<file path="src/rtl/sampler_ring.sv">
// -----------------------------------------------------------------------------
// sampler_ring
//
// Multi-channel event sampler. Each differential discriminator channel is
// received, brought into the clk domain through a two-flop synchroniser and
// shifted one bit per cycle into a DEPTH-deep window per channel. A rising
// edge on trig_tresh, accepted while ARMED, freezes the window POST_TRIG
// shifts later. The trigger-cycle sample then sits at bit POST_TRIG, with
// older samples above it and newer samples below it. The frozen event is held
// until the readout block acknowledges it with event_saved. Trigger edges
// that arrive while the block cannot accept them are counted in a saturating
// counter.
//
// Optional feature (macro SAMPLER_TIMESTAMP_EN):
//   defined   - a free-running TS_W-bit cycle counter starts at 0 when reset
//               is released. Its value is latched into trig_ts on every
//               accepted trigger edge.
//   undefined - no counter is built and trig_ts is constant 0.
//
// Parameters:
//   N_CH      number of channels
//   DEPTH     samples kept per channel (>= 2)
//   POST_TRIG samples captured after the trigger sample (1 .. DEPTH-1)
//   TS_W      timestamp width
//
// Ports:
//   clk          sample clock; the only clock
//   aresetn      asynchronous active-low reset
//   Ch_A_P/N     differential channel inputs, one pair per channel
//   trig_tresh   threshold trigger, synchronous to clk; rising edges only
//   event_saved  readout acknowledge; sampled as a level, only in HOLD
//   evento       sample window per channel; bit 0 is the newest sample
//   event_ready  high while a frozen event is held
//   missed_trig  saturating count of rejected trigger edges
//   trig_ts      timestamp of the last accepted trigger
//
// Every output is driven directly by a flop. No input reaches an output
// through combinational logic.
// -----------------------------------------------------------------------------
module sampler_ring #(
    parameter int N_CH      = 16,
    parameter int DEPTH     = 64,
    parameter int POST_TRIG = 32,
    parameter int TS_W      = 32
) (
    input  logic                             clk,
    input  logic                             aresetn,
    input  logic [N_CH-1:0]                  Ch_A_P,
    input  logic [N_CH-1:0]                  Ch_A_N,
    input  logic                             trig_tresh,
    input  logic                             event_saved,
    output logic [N_CH-1:0][DEPTH-1:0]       evento,
    output logic                             event_ready,
    output logic [15:0]                      missed_trig,
    output logic [TS_W-1:0]                  trig_ts
);

    localparam int CNT_W = $clog2(DEPTH + 1);

    // In FILL, cnt runs 0 .. FILL_LAST. The shift made while cnt == FILL_LAST
    // is the (DEPTH-POST_TRIG)-th shift and completes the fill.
    localparam logic [CNT_W-1:0] FILL_LAST = CNT_W'(DEPTH - POST_TRIG - 1);
    localparam logic [CNT_W-1:0] POST_LEN  = CNT_W'(POST_TRIG);
    localparam logic [CNT_W-1:0] CNT_ONE   = CNT_W'(1);

    typedef enum logic [1:0] {
        ST_FILL  = 2'd0,
        ST_ARMED = 2'd1,
        ST_POST  = 2'd2,
        ST_HOLD  = 2'd3
    } state_t;

    // -------------------------------------------------------------------------
    // Differential receivers.
    // A pair reads as 1 when the positive leg is high and the negative leg is
    // low. This is the behaviour of the IBUFDS input buffer for a valid pair.
    // -------------------------------------------------------------------------
    logic [N_CH-1:0] rx_data;

    assign rx_data = Ch_A_P & ~Ch_A_N;

    // -------------------------------------------------------------------------
    // State
    // -------------------------------------------------------------------------
    state_t                       state_q,       state_d;
    logic [CNT_W-1:0]             cnt_q,         cnt_d;
    logic [N_CH-1:0]              sync1_q,       sync1_d;
    logic [N_CH-1:0]              sync2_q,       sync2_d;   // s[c]
    logic                         trig_prev_q,   trig_prev_d;
    logic [N_CH-1:0][DEPTH-1:0]   evento_q,      evento_d;
    logic                         event_ready_q, event_ready_d;
    logic [15:0]                  missed_q,      missed_d;

`ifdef SAMPLER_TIMESTAMP_EN
    logic [TS_W-1:0]              ts_q,          ts_d;
    logic [TS_W-1:0]              trig_ts_q,     trig_ts_d;
`endif

    logic trig_edge;
    logic trig_reject;

    // -------------------------------------------------------------------------
    // Next-state logic
    // -------------------------------------------------------------------------
    always_comb begin
        // NOTE: every signal written here gets a default first. Without the
        // defaults, any path that skips an assignment infers a latch.
        state_d       = state_q;
        cnt_d         = cnt_q;
        evento_d      = evento_q;
        event_ready_d = event_ready_q;
        missed_d      = missed_q;
        trig_reject   = 1'b0;

        // The synchroniser and the trigger history run in every state.
        sync1_d     = rx_data;
        sync2_d     = sync1_q;
        trig_prev_d = trig_tresh;
        trig_edge   = trig_tresh & ~trig_prev_q;

`ifdef SAMPLER_TIMESTAMP_EN
        ts_d      = ts_q + TS_W'(1);
        trig_ts_d = trig_ts_q;
`endif

        // The window shifts in every state except HOLD. In the trigger cycle
        // the window takes in the trigger sample as bit 0. After POST_TRIG
        // more shifts, that sample sits at bit POST_TRIG.
        if (state_q != ST_HOLD) begin
            for (int c = 0; c < N_CH; c++) begin
                evento_d[c] = {evento_q[c][DEPTH-2:0], sync2_q[c]};
            end
        end

        case (state_q)
            ST_FILL: begin
                // A trigger edge in the cycle that completes the fill is
                // rejected. ARMED starts on the next cycle.
                trig_reject = trig_edge;
                cnt_d       = cnt_q + CNT_ONE;
                if (cnt_q == FILL_LAST) begin
                    state_d = ST_ARMED;
                end
            end

            ST_ARMED: begin
                if (trig_edge) begin
                    cnt_d   = POST_LEN;
                    state_d = ST_POST;
`ifdef SAMPLER_TIMESTAMP_EN
                    trig_ts_d = ts_q;
`endif
                end
            end

            ST_POST: begin
                trig_reject = trig_edge;
                cnt_d       = cnt_q - CNT_ONE;
                if (cnt_q == CNT_ONE) begin
                    state_d       = ST_HOLD;
                    event_ready_d = 1'b1;
                end
            end

            ST_HOLD: begin
                // When the release and a trigger edge fall in the same cycle,
                // the release wins and the edge is counted as missed.
                trig_reject = trig_edge;
                if (event_saved) begin
                    state_d       = ST_FILL;
                    cnt_d         = '0;
                    event_ready_d = 1'b0;
                end
            end

            default: begin
                state_d = ST_FILL;
                cnt_d   = '0;
            end
        endcase

        if (trig_reject && (missed_q != 16'hFFFF)) begin
            missed_d = missed_q + 16'd1;
        end
    end

    // -------------------------------------------------------------------------
    // Registers
    // -------------------------------------------------------------------------
    always_ff @(posedge clk or negedge aresetn) begin
        if (!aresetn) begin
            state_q       <= ST_FILL;
            cnt_q         <= '0;
            sync1_q       <= '0;
            sync2_q       <= '0;
            trig_prev_q   <= 1'b0;
            // NOTE: evento is built from flip-flops, not RAM, and its reset
            // value is visible on the port. Every bit is cleared here, so no
            // block RAM can be inferred for it.
            evento_q      <= '0;
            event_ready_q <= 1'b0;
            missed_q      <= '0;
`ifdef SAMPLER_TIMESTAMP_EN
            ts_q          <= '0;
            trig_ts_q     <= '0;
`endif
        end else begin
            // NOTE: non-blocking assignments only. Each flop then samples the
            // value its _d net had before this edge, whatever the statement
            // order.
            state_q       <= state_d;
            cnt_q         <= cnt_d;
            sync1_q       <= sync1_d;
            sync2_q       <= sync2_d;
            trig_prev_q   <= trig_prev_d;
            evento_q      <= evento_d;
            event_ready_q <= event_ready_d;
            missed_q      <= missed_d;
`ifdef SAMPLER_TIMESTAMP_EN
            ts_q          <= ts_d;
            trig_ts_q     <= trig_ts_d;
`endif
        end
    end

    // -------------------------------------------------------------------------
    // Outputs
    // -------------------------------------------------------------------------
    assign evento      = evento_q;
    assign event_ready = event_ready_q;
    assign missed_trig = missed_q;

`ifdef SAMPLER_TIMESTAMP_EN
    assign trig_ts = trig_ts_q;
`else
    assign trig_ts = '0;
`endif

endmodule

</file>
<file path="config.mk">
export PLATFORM = sky130hd
export DESIGN_NAME = sampler_ring
export DESIGN_NICKNAME = d
export VERILOG_FILES = /design/src/rtl/sampler_ring.sv
export SDC_FILE = /design/constraint.sdc
export NUM_CORES = 2
export LEC_CHECK = 0
export BUFFER_PORTS_ARGS = -buffer_cell sky130_fd_sc_hd__buf_2
export CORE_AREA = 2 2 431 433
export DETAILED_ROUTE_END_ITERATION = 6
export DIE_AREA = 0 0 433 435
export MAX_ROUTING_LAYER = met4
export PLACE_DENSITY = 0.4
export RECOVER_POWER = 25
export SLEW_MARGIN = 20
export SYNTH_ARGS = -nofsm -noshare
export SYNTH_HDL_FRONTEND = slang
export SYNTH_SLANG_ARGS = --single-unit
</file>
<file path="constraint.sdc">
create_clock -name clk -period 5.08 [get_ports clk]
set_input_delay 0.254 -clock clk [delete_from_list [all_inputs] [get_ports clk]]
set_output_delay 0.254 -clock clk [all_outputs]
set_load 0.005 [all_outputs]
</file>
; ---- Yosys cells after proc, flatten, opt, wreduce, memory -nomap -nowiden
; Cells that the tools add are included.
[word_totals]
wordCells = 60
ff_bits = 1083
inputBits = 36
out_inout_bits = 1073
[classes]
bitwise = 4
n_mux = 12
n_reduce_logical = 7
addsub = 3
eq_ne = 11
[op_table]
columns = op, count
row1 = $pmux 7 s4, 1
row2 = $add 16x1->16 const B, 1
row3 = $and 16x16->16, 1
row4 = $ne 16x16->1 const B, 1
row5 = $not 16->16, 1
row6 = $mux 7, 2
row7 = $ne 2x2->1 const B, 5
row8 = $mux 2, 4
row9 = $pmux 2 s4, 1
row10 = $add 7x1->7 const B, 1
row11 = $eq 7x1->1 const B, 1
row12 = $eq 7x5->1 const B, 1
row13 = $sub 7x1->7 const B, 1
row14 = $eq 2x2->1 const B, 2
row15 = $reduce_and 4->1, 1
row16 = $mux 1, 3
row17 = $reduce_and 3->1, 1
row18 = $reduce_or 3->1, 1
row19 = $eq 2x1->1 const B, 1
row20 = $logic_not 2->1, 1
row21 = $pmux 1 s2, 1
row22 = $reduce_and 2->1, 1
row23 = $reduce_bool 2->1, 1
row24 = $and 1x1->1, 1
row25 = 2 further kinds, 2

; ---- Longest topological paths before layout
[logic_depth]
word_depth = 4
ltp_mapped = 8
depth_no_buf = 6

; ---- Worst setup path after synthesis
; No wires, ideal clock.
[synth_timing]
kind = reg-to-reg
from = register state_q[0]
to = register evento_q (netlist bit evento[10])
stages_incl_launch_ff = 7
slack_ns = 3.244
t_arrival_ns = 1.711
path_buffers = 4
setup_ns = 0.125
period_less_slack_ns = 1.836
required_time_ns = 4.955
path_cell_list = dfrtp_1 -> ha_1 -> clkbuf_1 -> buf_2 -> buf_2 -> buf_2 -> mux2_2
[synth_via]
elab_chain_len = 1
[synth_lines]
columns = element, line
row1 = "start, declared", 85  ; state_t state_q, state_d;
row2 = "start signal, assigned", 211  ; state_q <= state_d;
row3 = $ne 2x2->1, 129  ; if (state_q != ST_HOLD) begin
row4 = "end signal, assigned", 216  ; evento_q <= evento_d;
row5 = "end, declared", 90  ; logic [N_CH-1:0][DEPTH-1:0] evento_q, evento_d;
; No other way between the ends.
; A chain may end at the register's enable or synchronous reset.

; ---- Worst setup path after layout
[layout_timing]
from = register state_q[0]
to = register evento_q (netlist bit evento[606])
; The elaborated chain is that of the path after synthesis.

==> results_dict.tcl <==
set metrics [dict create \
    relSlewSlack_pct -49.4 \
    combPwrFrac_pct 30.4 \
    avgSynthCellArea_um2 16.8 \
    syn_inst 2414 \
    p_leak_nw 28.1 \
    io_buffer_count 1076 \
    postRouteAntennaNets 0 \
    setup-tns-final_ns 0 \
    outcome "finished with violations" \
    hold_violations 0 \
    cts_max_path_buffers 3 \
    overflow 0 \
    drv_slew 265 \
    critPathLaunchType "flip-flop" \
    hold_path_class "input port to async pin" \
    vias 24500 \
    worst_pin_slew_ns 2.24 \
    setup_violations 0 \
    cts_max_level 4 \
    critPathMaxStageDelay_ns 0.68 \
    yosysMostFrequentCell "dfrtp_1" \
    p_sw_share_pct 32.1 \
    cp_top_family "buffers and inverters" \
    die-area_um2 188000 \
    cp.buffers_inverters 2 \
    drive_above_1_share_pct 63.0 \
    cap_violations 5 \
    synthTopCellsByArea "dfrtp_1, mux2_2, buf_2" \
    violations "capacitance limit, slew limit" \
    nFillCells 18900 \
    highest_layer "met4" \
    required_ns 5.70 \
    cp-end-kind "flip-flop" \
    met3WireLength_mm 12.2 \
    clock_latency_ns 0.76 \
    place_hpwl_mm 94.9 \
    yosysTopAreaCell "dfrtp_1" \
    routed_wirelength_mm 129 \
    yosys_warnings 0 \
    numCtsBuffers 133 \
    crit_chain "ha_4 > buf_12 > buf_4 > mux2_2" \
    dr_wl_met2_mm 64.8 \
    initial_core_util_pct 22.0 \
    rsz0062_at_grt "false" \
    antenna_found_initial 2 \
    drc 0 \
    grt_usage_pct 13.8 \
    grt_pass1_wl_mm 187 \
    via_per_inst 3.99 \
    cts-root-buf "clkbuf_16" \
    synth_area_um2 40600 \
    fmax_ghz 0.359 \
    fin_ws_ns 2.29 \
    cp_slowest_cell "buf_4" \
    worst_clock_skew_ns 0.0232 \
    ys.flop_type "dfrtp_1" \
    yosysTopAreaCellShare_pct 66.8 \
    p_int_mw 21.5 \
    pwr-share-seq_pct 40.4 \
    wl_met1_mm 47.6 \
    wire_per_inst_um 21.0 \
    nets 3617 \
    crit_type "flip-flop to flip-flop" \
    p_clk_share_pct 29.2 \
    power_density_nw_per_um2 594 \
    finalCritPeriodShare_pct 54.9 \
    path_clk_slew_ns 0.06 \
    fp-row-count 158 \
    vdd_drop_max_uv 382 \
    tritoncts "built" \
    yosysUniqueCellTypes 50 \
    syn_to_final_growth_pct 31.4 \
    cts_sinks 1083 \
    crit_fanout 58 \
    grt_pass1_vias 25900 \
    ys_seq_area_share_pct 66.8 \
    firstDrtPassIters 4 \
    die_w_um 433 \
    fp.dieH_um 435 \
    synth_common_cells "dfrtp_1, mux2_2, buf_2, buf_4, mux2_1" \
    synth_edf_count 0 \
    first_iter_violations 1038 \
    arrival_ns 3.41 \
    place_congestion 0.803 \
    async_reset_ff_share_pct 100 \
    core_um2 184000 \
    p_sw_mw 10.1 \
    io_pins 1109 \
    ys_ff_latch 1083 \
    dp_slack_ns 2.28 \
    period_minus_slack_ns 2.79 \
    grt_max_degree 160 \
]
[flip-flops by register name, summed over array words and instances (netlist names)]
signal / flops
evento: 1024
missed_trig: 16
sync1_q: 16
sync2_q: 16
cnt_q: 7
state_q: 2
event_ready: 1
trig_prev_q: 1
[cell usage in the layout, fill, tap and decap left out, drive strengths merged, types with 10 or more instances in the layout]
cell            n
buf          1094
clkbuf        207
clkinv         14
conb           32
dfrtp        1083
dlygate4sd3    35
ha             10
inv            13
mux2         1029
nand2          14
nor2b          18
[power groups by stage]
stage	logic, mW	clock network (mW)	registers (mW)
after floorplan	5.50	0	12.6
after global placement	9.84	0	12.9
after detailed placement	9.83	0	13.0
after CTS	9.89	9.61	12.9
after global routing	10.4	9.96	13.2
final	9.62	9.23	12.8
[through the flow]
step                      power (mW)  utilization, %  instance area (um^2)  cells  hold WS (ns)
after global placement          22.8            26.5                 48800   5881         0.330
final                           31.7            28.9                 53300   6137         0.128
after CTS                       32.4            29.0                 53300   6134        0.0841
after floorplan                 18.1               -                 40700   2445       -0.0416
after detailed placement        22.8            26.5                 48800   5881         0.325
after global routing            33.6            28.9                 53300   6136         0.121
[worst paths after layout]
check,from,end,slack [ns],depth (start not counted)
hold / removal,aresetn,evento[55],0.13,2
setup / recovery,state_q[0],evento[606],2.29,4
max in group asynchronous,aresetn,evento[571],2.33,3
min in group clk,Ch_A_P[10],sync1_q[10],0.24,3
setup reg to reg,state_q[0],evento[606],2.29,4
hold reg to reg,sync1_q[6],sync2_q[6],0.33,0
[worst register-to-register path, delay by kind of cell (launching register included)]
kind,cells,cell delay [ns]
buffers and inverters,2,1.13
multiplexers,1,0.47
adder cells (fa/ha/maj),1,0.63
flip-flops,1,0.43
[cells by family after synthesis]
family          after synthesis  share of synthesized area [%]
buf+inv                     160                           2.12
mux                        1031                           28.6
xor+xnor                      9                          0.194
flops                      1083                           66.8
other cells                   1                        0.00925
compound gates               34                          0.586
fa+ha+maj                    10                          0.308
simple gates                 86                           1.34
[repair_timing]
action,CTS,global route
setup endpoints to repair,0,0
endpoints found under the hold margin,62,0
hold buffers,35,0
setup buffers,0,0
gates resized for setup,0,0
[layer usage]
| layer | vias up | track usage, % |
|---|---|---|
| li1 | 10800 | - |
| met1 | 12700 | 14.5 |
| met2 | 775 | 23.0 |
| met3 | 189 | 5.88 |
| met4 | 0 | 4.82 |
| met5 | - | - |
[layout make-up]
class	count	area, um^2	share of cell area [%]
clock inverter	24	282	0.528
multi-input combinational	1202	12700	23.9
tap	2480	3100	5.82
timing repair buffer	1142	6080	11.4
inverter	9	33.8	0.0634
clock buffer	194	3940	7.40
sequential	1083	27100	50.9
antenna	3	7.51	0.0141
(Power assumes the default switching activity.)
